**src/rtl/canvas_commit_reader_pkg.sv**
```systemverilog
// Shared constants and state encoding for the canvas commit reader.
package canvas_commit_reader_pkg;

  localparam int TILE_DIM          = 32;
  localparam int CANVAS_ADDR_W     = 10;
  localparam int TILE_STORE_ADDR_W = 15;
  localparam int INK_W             = 11;
  localparam int ROW_IDX_W         = 5;

  typedef enum logic [1:0] {
    IDLE  = 2'd0,
    READ  = 2'd1,
    DRAIN = 2'd2,
    DONE  = 2'd3
  } state_t;

endpackage

```
**src/rtl/canvas_commit_reader_if.sv**
```systemverilog
// Bundle of the writer handshake, canvas RAM read port and tile store write port.
// The master side is the commit reader; the slave side is its surroundings.
interface canvas_commit_reader_if;
  import canvas_commit_reader_pkg::*;

  logic                         commit;
  logic                         editing;
  logic [ROW_IDX_W-1:0]         tile_x;
  logic [ROW_IDX_W-1:0]         tile_y;
  logic                         rd_en;
  logic [CANVAS_ADDR_W-1:0]     rd_addr;
  logic                         rd_data;
  logic                         row_wr_en;
  logic [TILE_STORE_ADDR_W-1:0] row_wr_addr;
  logic [TILE_DIM-1:0]          row_wr_data;
  logic                         busy;
  logic                         end_of_editing;
  logic [INK_W-1:0]             ink_count;

  modport master (
    input  commit, editing, tile_x, tile_y, rd_data,
    output rd_en, rd_addr, row_wr_en, row_wr_addr, row_wr_data,
           busy, end_of_editing, ink_count
  );

  modport slave (
    output commit, editing, tile_x, tile_y, rd_data,
    input  rd_en, rd_addr, row_wr_en, row_wr_addr, row_wr_data,
           busy, end_of_editing, ink_count
  );

endinterface

```
**src/rtl/canvas_commit_reader_valid_delay_line.sv**
```systemverilog
// DEPTH-stage 1-bit delay line; marks when a read issued DEPTH cycles ago returns data.
module valid_delay_line #(
  parameter int DEPTH = 2
) (
  input  logic clk,
  input  logic rst_n,
  input  logic din,
  output logic dout
);

  logic [DEPTH-1:0] stages;

  // Shift the strobe one stage per clock; a reset drops every in-flight strobe.
  always_ff @(posedge clk or negedge rst_n) begin
    if (!rst_n) begin
      stages <= '0;
    end else begin
      stages <= (stages << 1) | DEPTH'(din);
    end
  end

  assign dout = stages[DEPTH-1];

endmodule

```
**src/rtl/canvas_commit_reader.sv**
```systemverilog
// Commit reader: scans the 32x32 canvas, packs rows into words, writes them to
// the tile store at the edited tile, counts ink and signals end of editing.
module canvas_commit_reader
  import canvas_commit_reader_pkg::*;
#(
  parameter int RD_LATENCY = 2
) (
  input  logic                  clk,
  input  logic                  rst_n,
  canvas_commit_reader_if.master bus
);

  localparam logic [CANVAS_ADDR_W-1:0] LAST_ADDR = CANVAS_ADDR_W'(TILE_DIM * TILE_DIM - 1);
  localparam logic [ROW_IDX_W-1:0]     LAST_IDX  = ROW_IDX_W'(TILE_DIM - 1);

  state_t               state;
  logic [ROW_IDX_W-1:0] tx;
  logic [ROW_IDX_W-1:0] ty;
  logic [ROW_IDX_W-1:0] col;
  logic [ROW_IDX_W-1:0] row;
  logic [TILE_DIM-1:0]  row_sr;
  logic [TILE_DIM-1:0]  next_row;
  logic [INK_W-1:0]     acc;
  logic                 rd_valid;
  logic                 accept;
  logic                 last_sample;

  valid_delay_line #(
    .DEPTH (RD_LATENCY)
  ) u_valid_delay (
    .clk   (clk),
    .rst_n (rst_n),
    .din   (bus.rd_en),
    .dout  (rd_valid)
  );

  assign accept      = (state == IDLE) && bus.commit && bus.editing;
  assign last_sample = rd_valid && (col == LAST_IDX) && (row == LAST_IDX);

  // Current row with the incoming pixel merged in at its column.
  always_comb begin
    next_row      = row_sr;
    next_row[col] = bus.rd_data;
  end

  // Control FSM: issue 1024 back-to-back reads, wait for the last row, then pulse completion.
  always_ff @(posedge clk or negedge rst_n) begin
    if (!rst_n) begin
      state              <= IDLE;
      tx                 <= '0;
      ty                 <= '0;
      bus.rd_en          <= 1'b0;
      bus.rd_addr        <= '0;
      bus.busy           <= 1'b0;
      bus.end_of_editing <= 1'b0;
      bus.ink_count      <= '0;
    end else begin
      case (state)
        IDLE: begin
          if (accept) begin
            tx          <= bus.tile_x;
            ty          <= bus.tile_y;
            bus.rd_en   <= 1'b1;
            bus.rd_addr <= '0;
            bus.busy    <= 1'b1;
            state       <= READ;
          end
        end
        READ: begin
          if (bus.rd_addr == LAST_ADDR) begin
            bus.rd_en <= 1'b0;
            state     <= DRAIN;
          end else begin
            bus.rd_addr <= bus.rd_addr + 1'b1;
          end
        end
        DRAIN: begin
          if (last_sample) begin
            state <= DONE;
          end
        end
        DONE: begin
          if (!bus.end_of_editing) begin
            bus.end_of_editing <= 1'b1;
            bus.busy           <= 1'b0;
            bus.ink_count      <= acc;
          end else begin
            bus.end_of_editing <= 1'b0;
            state              <= IDLE;
          end
        end
        default: state <= IDLE;
      endcase
    end
  end

  // Datapath: collect valid pixels into rows, count ink, emit each finished row.
  always_ff @(posedge clk or negedge rst_n) begin
    if (!rst_n) begin
      col             <= '0;
      row             <= '0;
      row_sr          <= '0;
      acc             <= '0;
      bus.row_wr_en   <= 1'b0;
      bus.row_wr_addr <= '0;
      bus.row_wr_data <= '0;
    end else begin
      bus.row_wr_en <= 1'b0;
      if (accept) begin
        col    <= '0;
        row    <= '0;
        row_sr <= '0;
        acc    <= '0;
      end else if (rd_valid) begin
        row_sr <= next_row;
        col    <= col + 1'b1;
        acc    <= acc + INK_W'(bus.rd_data);
        if (col == LAST_IDX) begin
          bus.row_wr_en   <= 1'b1;
          bus.row_wr_addr <= {ty, tx, row};
          bus.row_wr_data <= next_row;
          row             <= row + 1'b1;
        end
      end
    end
  end

endmodule

```
**src/flat_wrapper.sv**
```systemverilog
// flat-port wrapper written by rule: the top's interface ports become plain ports
module canvas_commit_reader_flat import canvas_commit_reader_pkg::*;
#(
  parameter int RD_LATENCY = 2
)
  (clk, rst_n, bus_commit, bus_editing, bus_tile_x, bus_tile_y, bus_rd_data, bus_rd_en, bus_rd_addr, bus_row_wr_en, bus_row_wr_addr, bus_row_wr_data, bus_busy, bus_end_of_editing, bus_ink_count);
  canvas_commit_reader_if bus_i ();
  input  logic clk;
  input  logic rst_n;
  input wire logic [$bits(bus_i.commit)-1:0] bus_commit;
  input wire logic [$bits(bus_i.editing)-1:0] bus_editing;
  input wire logic [$bits(bus_i.tile_x)-1:0] bus_tile_x;
  input wire logic [$bits(bus_i.tile_y)-1:0] bus_tile_y;
  input wire logic [$bits(bus_i.rd_data)-1:0] bus_rd_data;
  output wire logic [$bits(bus_i.rd_en)-1:0] bus_rd_en;
  output wire logic [$bits(bus_i.rd_addr)-1:0] bus_rd_addr;
  output wire logic [$bits(bus_i.row_wr_en)-1:0] bus_row_wr_en;
  output wire logic [$bits(bus_i.row_wr_addr)-1:0] bus_row_wr_addr;
  output wire logic [$bits(bus_i.row_wr_data)-1:0] bus_row_wr_data;
  output wire logic [$bits(bus_i.busy)-1:0] bus_busy;
  output wire logic [$bits(bus_i.end_of_editing)-1:0] bus_end_of_editing;
  output wire logic [$bits(bus_i.ink_count)-1:0] bus_ink_count;
  assign bus_i.commit = bus_commit;
  assign bus_i.editing = bus_editing;
  assign bus_i.tile_x = bus_tile_x;
  assign bus_i.tile_y = bus_tile_y;
  assign bus_i.rd_data = bus_rd_data;
  assign bus_rd_en = bus_i.rd_en;
  assign bus_rd_addr = bus_i.rd_addr;
  assign bus_row_wr_en = bus_i.row_wr_en;
  assign bus_row_wr_addr = bus_i.row_wr_addr;
  assign bus_row_wr_data = bus_i.row_wr_data;
  assign bus_busy = bus_i.busy;
  assign bus_end_of_editing = bus_i.end_of_editing;
  assign bus_ink_count = bus_i.ink_count;
  canvas_commit_reader #(.RD_LATENCY(RD_LATENCY)) u_core (.clk(clk), .rst_n(rst_n), .bus(bus_i));
endmodule
```
**config.mk**
```make
export PLATFORM = sky130hd
export DESIGN_NAME = canvas_commit_reader_flat
export DESIGN_NICKNAME = d
export VERILOG_FILES = /design/src/rtl/canvas_commit_reader_pkg.sv /design/src/rtl/canvas_commit_reader_if.sv /design/src/rtl/canvas_commit_reader_valid_delay_line.sv /design/src/rtl/canvas_commit_reader.sv /design/src/flat_wrapper.sv
export SDC_FILE = /design/constraint.sdc
export NUM_CORES = 1
export LEC_CHECK = 0
export BUFFER_PORTS_ARGS = -buffer_cell sky130_fd_sc_hd__buf_2
export CORE_MARGIN = 2
export CORE_UTILIZATION = 50
export DETAILED_ROUTE_END_ITERATION = 16
export PLACE_DENSITY = 0.71
export SETUP_SLACK_MARGIN = 0.02
export SYNTH_ARGS = -nofsm -noshare
export SYNTH_HDL_FRONTEND = slang
export SYNTH_SLANG_ARGS = --single-unit
export TNS_END_PERCENT = 1
```
**constraint.sdc**
```tcl
create_clock -name clk -period 4.16 [get_ports clk]
set_input_delay 0.416 -clock clk [delete_from_list [all_inputs] [get_ports clk]]
set_output_delay 0.416 -clock clk [all_outputs]
set_load 0.005 [all_outputs]
```
==> run_summary.xml <==
<?xml version="1.0" encoding="UTF-8"?>
<metrics>
  <group name="critical_path">
    <metric name="crit_path_start_kind" unit="">flop</metric>
    <metric name="worst_path_arrival_time" unit="ns">2.88</metric>
    <metric name="worstSetupPathType" unit="">flop to flop</metric>
    <metric name="slowest_delay" unit="ns">0.49</metric>
    <metric name="reg2reg_depth" unit="">7</metric>
    <metric name="largest_delay_contributor_family_on_the_critical_path" unit="">simple AND/OR/NAND/NOR gates</metric>
    <metric name="crit_required" unit="ns">4.44</metric>
    <metric name="crit_path_end_kind" unit="">flop</metric>
    <metric name="setup.reg_to_reg.worst_slack" unit="ns">1.56</metric>
    <metric name="path_cells" unit="">ha_1 -&gt; and3_1 -&gt; ha_1 -&gt; and2_1 -&gt; nand2_2 -&gt; buf_4 -&gt; o21ai_0</metric>
    <metric name="worstSetupPathDepth" unit="">7</metric>
    <metric name="crit_top_cell" unit="">sky130_fd_sc_hd__ha_1</metric>
    <metric name="path_buf_inv" unit="">1</metric>
    <metric name="crit_slowest_cell" unit="">sky130_fd_sc_hd__buf_4</metric>
    <metric name="path_max_fanout" unit="">62</metric>
  </group>
  <group name="route">
    <metric name="postRouteAntennaNets" unit="">0</metric>
    <metric name="drt_drc_violations_left" unit="">0</metric>
    <metric name="vias_per_cell" unit="">5.43</metric>
    <metric name="detail_route.wl_per_cell" unit="um">15.4</metric>
    <metric name="via_count" unit="">5031</metric>
    <metric name="number_of_design_rule_violations_left_by_the_first_detailed_router_iteration" unit="">315</metric>
    <metric name="drt-pass1-iter-count" unit="">5</metric>
    <metric name="drt_wl_total" unit="um">14300</metric>
  </group>
  <group name="placed_design">
    <metric name="dpl.hpwl" unit="um">9200</metric>
    <metric name="placed_area" unit="sq um">7060</metric>
    <metric name="number_of_buffer_cells_added_on_primary_ports" unit="">86</metric>
    <metric name="gp_congestion" unit="">0.867</metric>
  </group>
  <group name="die">
    <metric name="die_height" unit="um">119</metric>
    <metric name="die_area" unit="sq um">14000</metric>
    <metric name="placement_rows" unit="">41</metric>
    <metric name="top_level_ports" unit="">87</metric>
    <metric name="design.core.area" unit="sq um">12700</metric>
    <metric name="die_width" unit="um">119</metric>
    <metric name="initial_utilization" unit="%">51.5</metric>
  </group>
  <group name="timing">
    <metric name="final.setup_skew" unit="ns">0.00861</metric>
    <metric name="totalNegativeSetupSlack" unit="ns">0</metric>
    <metric name="final-hold-violation-count" unit="">0</metric>
    <metric name="max_freq" unit="MHz">384</metric>
    <metric name="tightestPinTransition" unit="ns">1.20</metric>
    <metric name="tmin_final" unit="ns">2.60</metric>
    <metric name="setup_viol" unit="">0</metric>
    <metric name="slew_headroom" unit="%">19.9</metric>
    <metric name="min_period_over_period" unit="%">62.6</metric>
    <metric name="slew_violations" unit="">0</metric>
    <metric name="rsz0062_at_grt" unit="">false</metric>
  </group>
  <group name="clock_tree">
    <metric name="numClockSinks" unit="">139</metric>
    <metric name="cts.clk_slew.worst_paths" unit="ns">0.06</metric>
    <metric name="cts_tree" unit="">built</metric>
    <metric name="clock_path_buffers" unit="">2</metric>
    <metric name="cts_buffers" unit="">17</metric>
    <metric name="post-cts-setup-buffers" unit="">0</metric>
    <metric name="post_cts_resized" unit="">0</metric>
    <metric name="h-tree-depth" unit="">4</metric>
    <metric name="cts-root-buf" unit="">sky130_fd_sc_hd__clkbuf_16</metric>
    <metric name="worst_skew_late_latency" unit="ns">0.43</metric>
    <metric name="post_cts_hold_buffer_count" unit="">0</metric>
  </group>
  <group name="power_and_ir_drop">
    <metric name="max-vdd-ir-drop" unit="mV">0.230</metric>
    <metric name="switchingPower" unit="W">0.000637</metric>
    <metric name="power.sequential.fraction" unit="%">45.9</metric>
    <metric name="pwr_density_cell" unit="nW/um^2">388</metric>
    <metric name="switching_share" unit="%">21.4</metric>
    <metric name="power_frac_clock" unit="%">52.2</metric>
    <metric name="power.internal" unit="W">0.00234</metric>
    <metric name="power.share.combinational" unit="%">1.9</metric>
    <metric name="leakagePower" unit="nW">3.96</metric>
  </group>
  <group name="synth">
    <metric name="ys_types" unit="">51</metric>
    <metric name="ys.flop_type" unit="">sky130_fd_sc_hd__dfrtp_1</metric>
    <metric name="synth.top_cells.by_area" unit="">sky130_fd_sc_hd__dfrtp_1, sky130_fd_sc_hd__nand2_1, sky130_fd_sc_hd__mux2i_1, sky130_fd_sc_hd__o21ai_0, sky130_fd_sc_hd__ha_1</metric>
    <metric name="async_set_reset_flop_share_out_of_synthesis" unit="%">100</metric>
    <metric name="synth-warning-count" unit="">0</metric>
    <metric name="synth_seq_cells" unit="">139</metric>
    <metric name="cell_count_after_synthesis" unit="">678</metric>
    <metric name="synthesis.nets" unit="">708</metric>
    <metric name="synthDominantCellAreaShare" unit="%">53.1</metric>
    <metric name="synth-edff-count" unit="">0</metric>
    <metric name="post_synth_instance_area" unit="sq um">6560</metric>
    <metric name="synth.avg_cell_area" unit="sq um">9.67</metric>
    <metric name="yosys.area_share.adder" unit="%">2.86</metric>
    <metric name="main_combinational_cell_family_by_area_after_synthesis" unit="">simple AND/OR/NAND/NOR gates</metric>
    <metric name="synth.largest_area_cell" unit="">sky130_fd_sc_hd__dfrtp_1</metric>
    <metric name="synthMuxAreaShare" unit="%">10.0</metric>
    <metric name="synth_area_in_compound_gates" unit="%">9.18</metric>
    <metric name="synth_xor_area_share" unit="%">2.00</metric>
    <metric name="synth_simple_gate_area_share" unit="%">19.6</metric>
    <metric name="synth.yosys.seq_area_share" unit="%">53.1</metric>
  </group>
  <group name="grt">
    <metric name="vias_in_the_first_global_route" unit="">4873</metric>
    <metric name="grt_pass1_wl" unit="um">24100</metric>
    <metric name="grt_overflow_total" unit="">0</metric>
    <metric name="grt_start_max_net_pins" unit="">112</metric>
    <metric name="initial_antenna_violation_count" unit="">0</metric>
    <metric name="globalRouteTotalUtil" unit="%">21.3</metric>
  </group>
  <group name="final_layout">
    <metric name="layout_common_cells" unit="">sky130_fd_sc_hd__nand2_1, sky130_fd_sc_hd__dfrtp_1, sky130_fd_sc_hd__buf_2</metric>
    <metric name="area.growth.synth_to_final" unit="%">17.0</metric>
    <metric name="post-route-util" unit="%">60.3</metric>
    <metric name="final_nets" unit="">772</metric>
    <metric name="drive_above_1_share" unit="%">19.6</metric>
    <metric name="fill_count" unit="">1104</metric>
    <metric name="mostFrequentLayoutCell" unit="">sky130_fd_sc_hd__nand2_1</metric>
    <metric name="postLayoutCellArea" unit="sq um">7670</metric>
    <metric name="insertedDiodeCount" unit="">0</metric>
  </group>
  <group name="run_status">
    <metric name="run_status" unit="">finished, final reports clean</metric>
  </group>
  <group name="hold_path">
    <metric name="min_path_type" unit="">input pin to asynchronous set/reset pin</metric>
  </group>
  <group name="flow_run">
    <metric name="cap_violations" unit="">0</metric>
  </group>
</metrics>
-- registers in the layout, indices dropped and copies added (netlist names) --
signal and count:
u_core.ty 5, u_core.bus.busy 1, u_core.bus.end_of_editing 1, u_core.bus.rd_addr 10
u_core.bus.row_wr_data 32, u_core.col 5, u_core.acc 11, u_core.bus.row_wr_en 1
u_core.row 5, u_core.row_sr 32, u_core.tx 5, u_core.u_valid_delay.stages 2
u_core.bus.row_wr_addr 15, u_core.bus.rd_en 1, u_core.bus.ink_count 11, u_core.state 2
-- power by group through the flow --
stage	registers [W]	clock network, W	logic, W
after floorplan	0.00139	0	0.0000190
after global placement	0.00139	0	0.0000585
after detailed placement	0.00139	0	0.0000601
after CTS	0.00136	0.00157	0.0000602
after global routing	0.00136	0.00163	0.0000671
final	0.00136	0.00155	0.0000578
-- routing by layer --
layer / routed length (um) / track usage (%) / vias up
li1: - / - / 2423
met1: 6300 / 28.0 / 2438
met2: 6850 / 33.6 / 143
met3: 791 / 5.55 / 27
met4: 317 / 9.08 / 0
met5: 0 / 0 / -
-- Yosys cell counts, drive strengths merged (6+ instances only) --
cell type	number
ha	15
inv	8
nand2	175
clkbuf	36
nand3	25
mux2i	52
buf	9
o21ai	56
and3	9
nor3	6
xor2	10
a21oi	30
mux2	12
nand4	10
dfrtp	139
nor2	40
-- cell type report --
cell class | count | area, sq um | area share [%]
multi-input cells | 486 | 2870 | 37.4
well taps | 172 | 215 | 2.81
clock buffers | 19 | 443 | 5.78
inverters | 8 | 30.0 | 0.392
repair buffers | 90 | 467 | 6.09
clock inverters | 13 | 166 | 2.17
flip-flops and latches | 139 | 3480 | 45.4
-- metrics by stage --
step                      instances  hold slack [ns]  setup WS [ns]  total power (W)
after floorplan                 678            0.120           1.96          0.00141
after global placement          895            0.334           1.69          0.00145
after detailed placement        895            0.339           1.57          0.00145
after CTS                       927            0.169           1.55          0.00299
after global routing            927            0.178           1.33          0.00306
final                           927            0.120           1.56          0.00297
-- kinds of logic after synthesis --
family,after synthesis
AND/OR/NAND/NOR,287
flip-flops,139
AO/OA/AOI/OAI,105
multiplexers,64
buffers and inverters,53
XOR/XNOR,15
adder cells (fa/ha/maj),15
-- worst register-to-register path, cell delays in order (launching register included) --
cell	delay (ns)
sky130_fd_sc_hd__dfrtp_1	0.44
sky130_fd_sc_hd__ha_1	0.33
sky130_fd_sc_hd__and3_1	0.26
sky130_fd_sc_hd__ha_1	0.22
sky130_fd_sc_hd__and2_1	0.21
sky130_fd_sc_hd__nand2_2	0.29
sky130_fd_sc_hd__buf_4	0.49
sky130_fd_sc_hd__o21ai_0	0.21
-- worst paths after layout --
path | from | to
hold reg to reg | u_core.u_valid_delay.stages[0] | u_core.u_valid_delay.stages[1]
setup / recovery | u_core.col[0] | u_core.bus.row_wr_data[7]
hold / removal | rst_n | u_core.bus.ink_count[3]
setup reg to reg | u_core.col[0] | u_core.bus.row_wr_data[7]
min in group clk | bus_tile_x[3] | u_core.tx[3]
max in group asynchronous | rst_n | u_core.col[1]
Note: power is estimated with default switching activity, not from simulation.
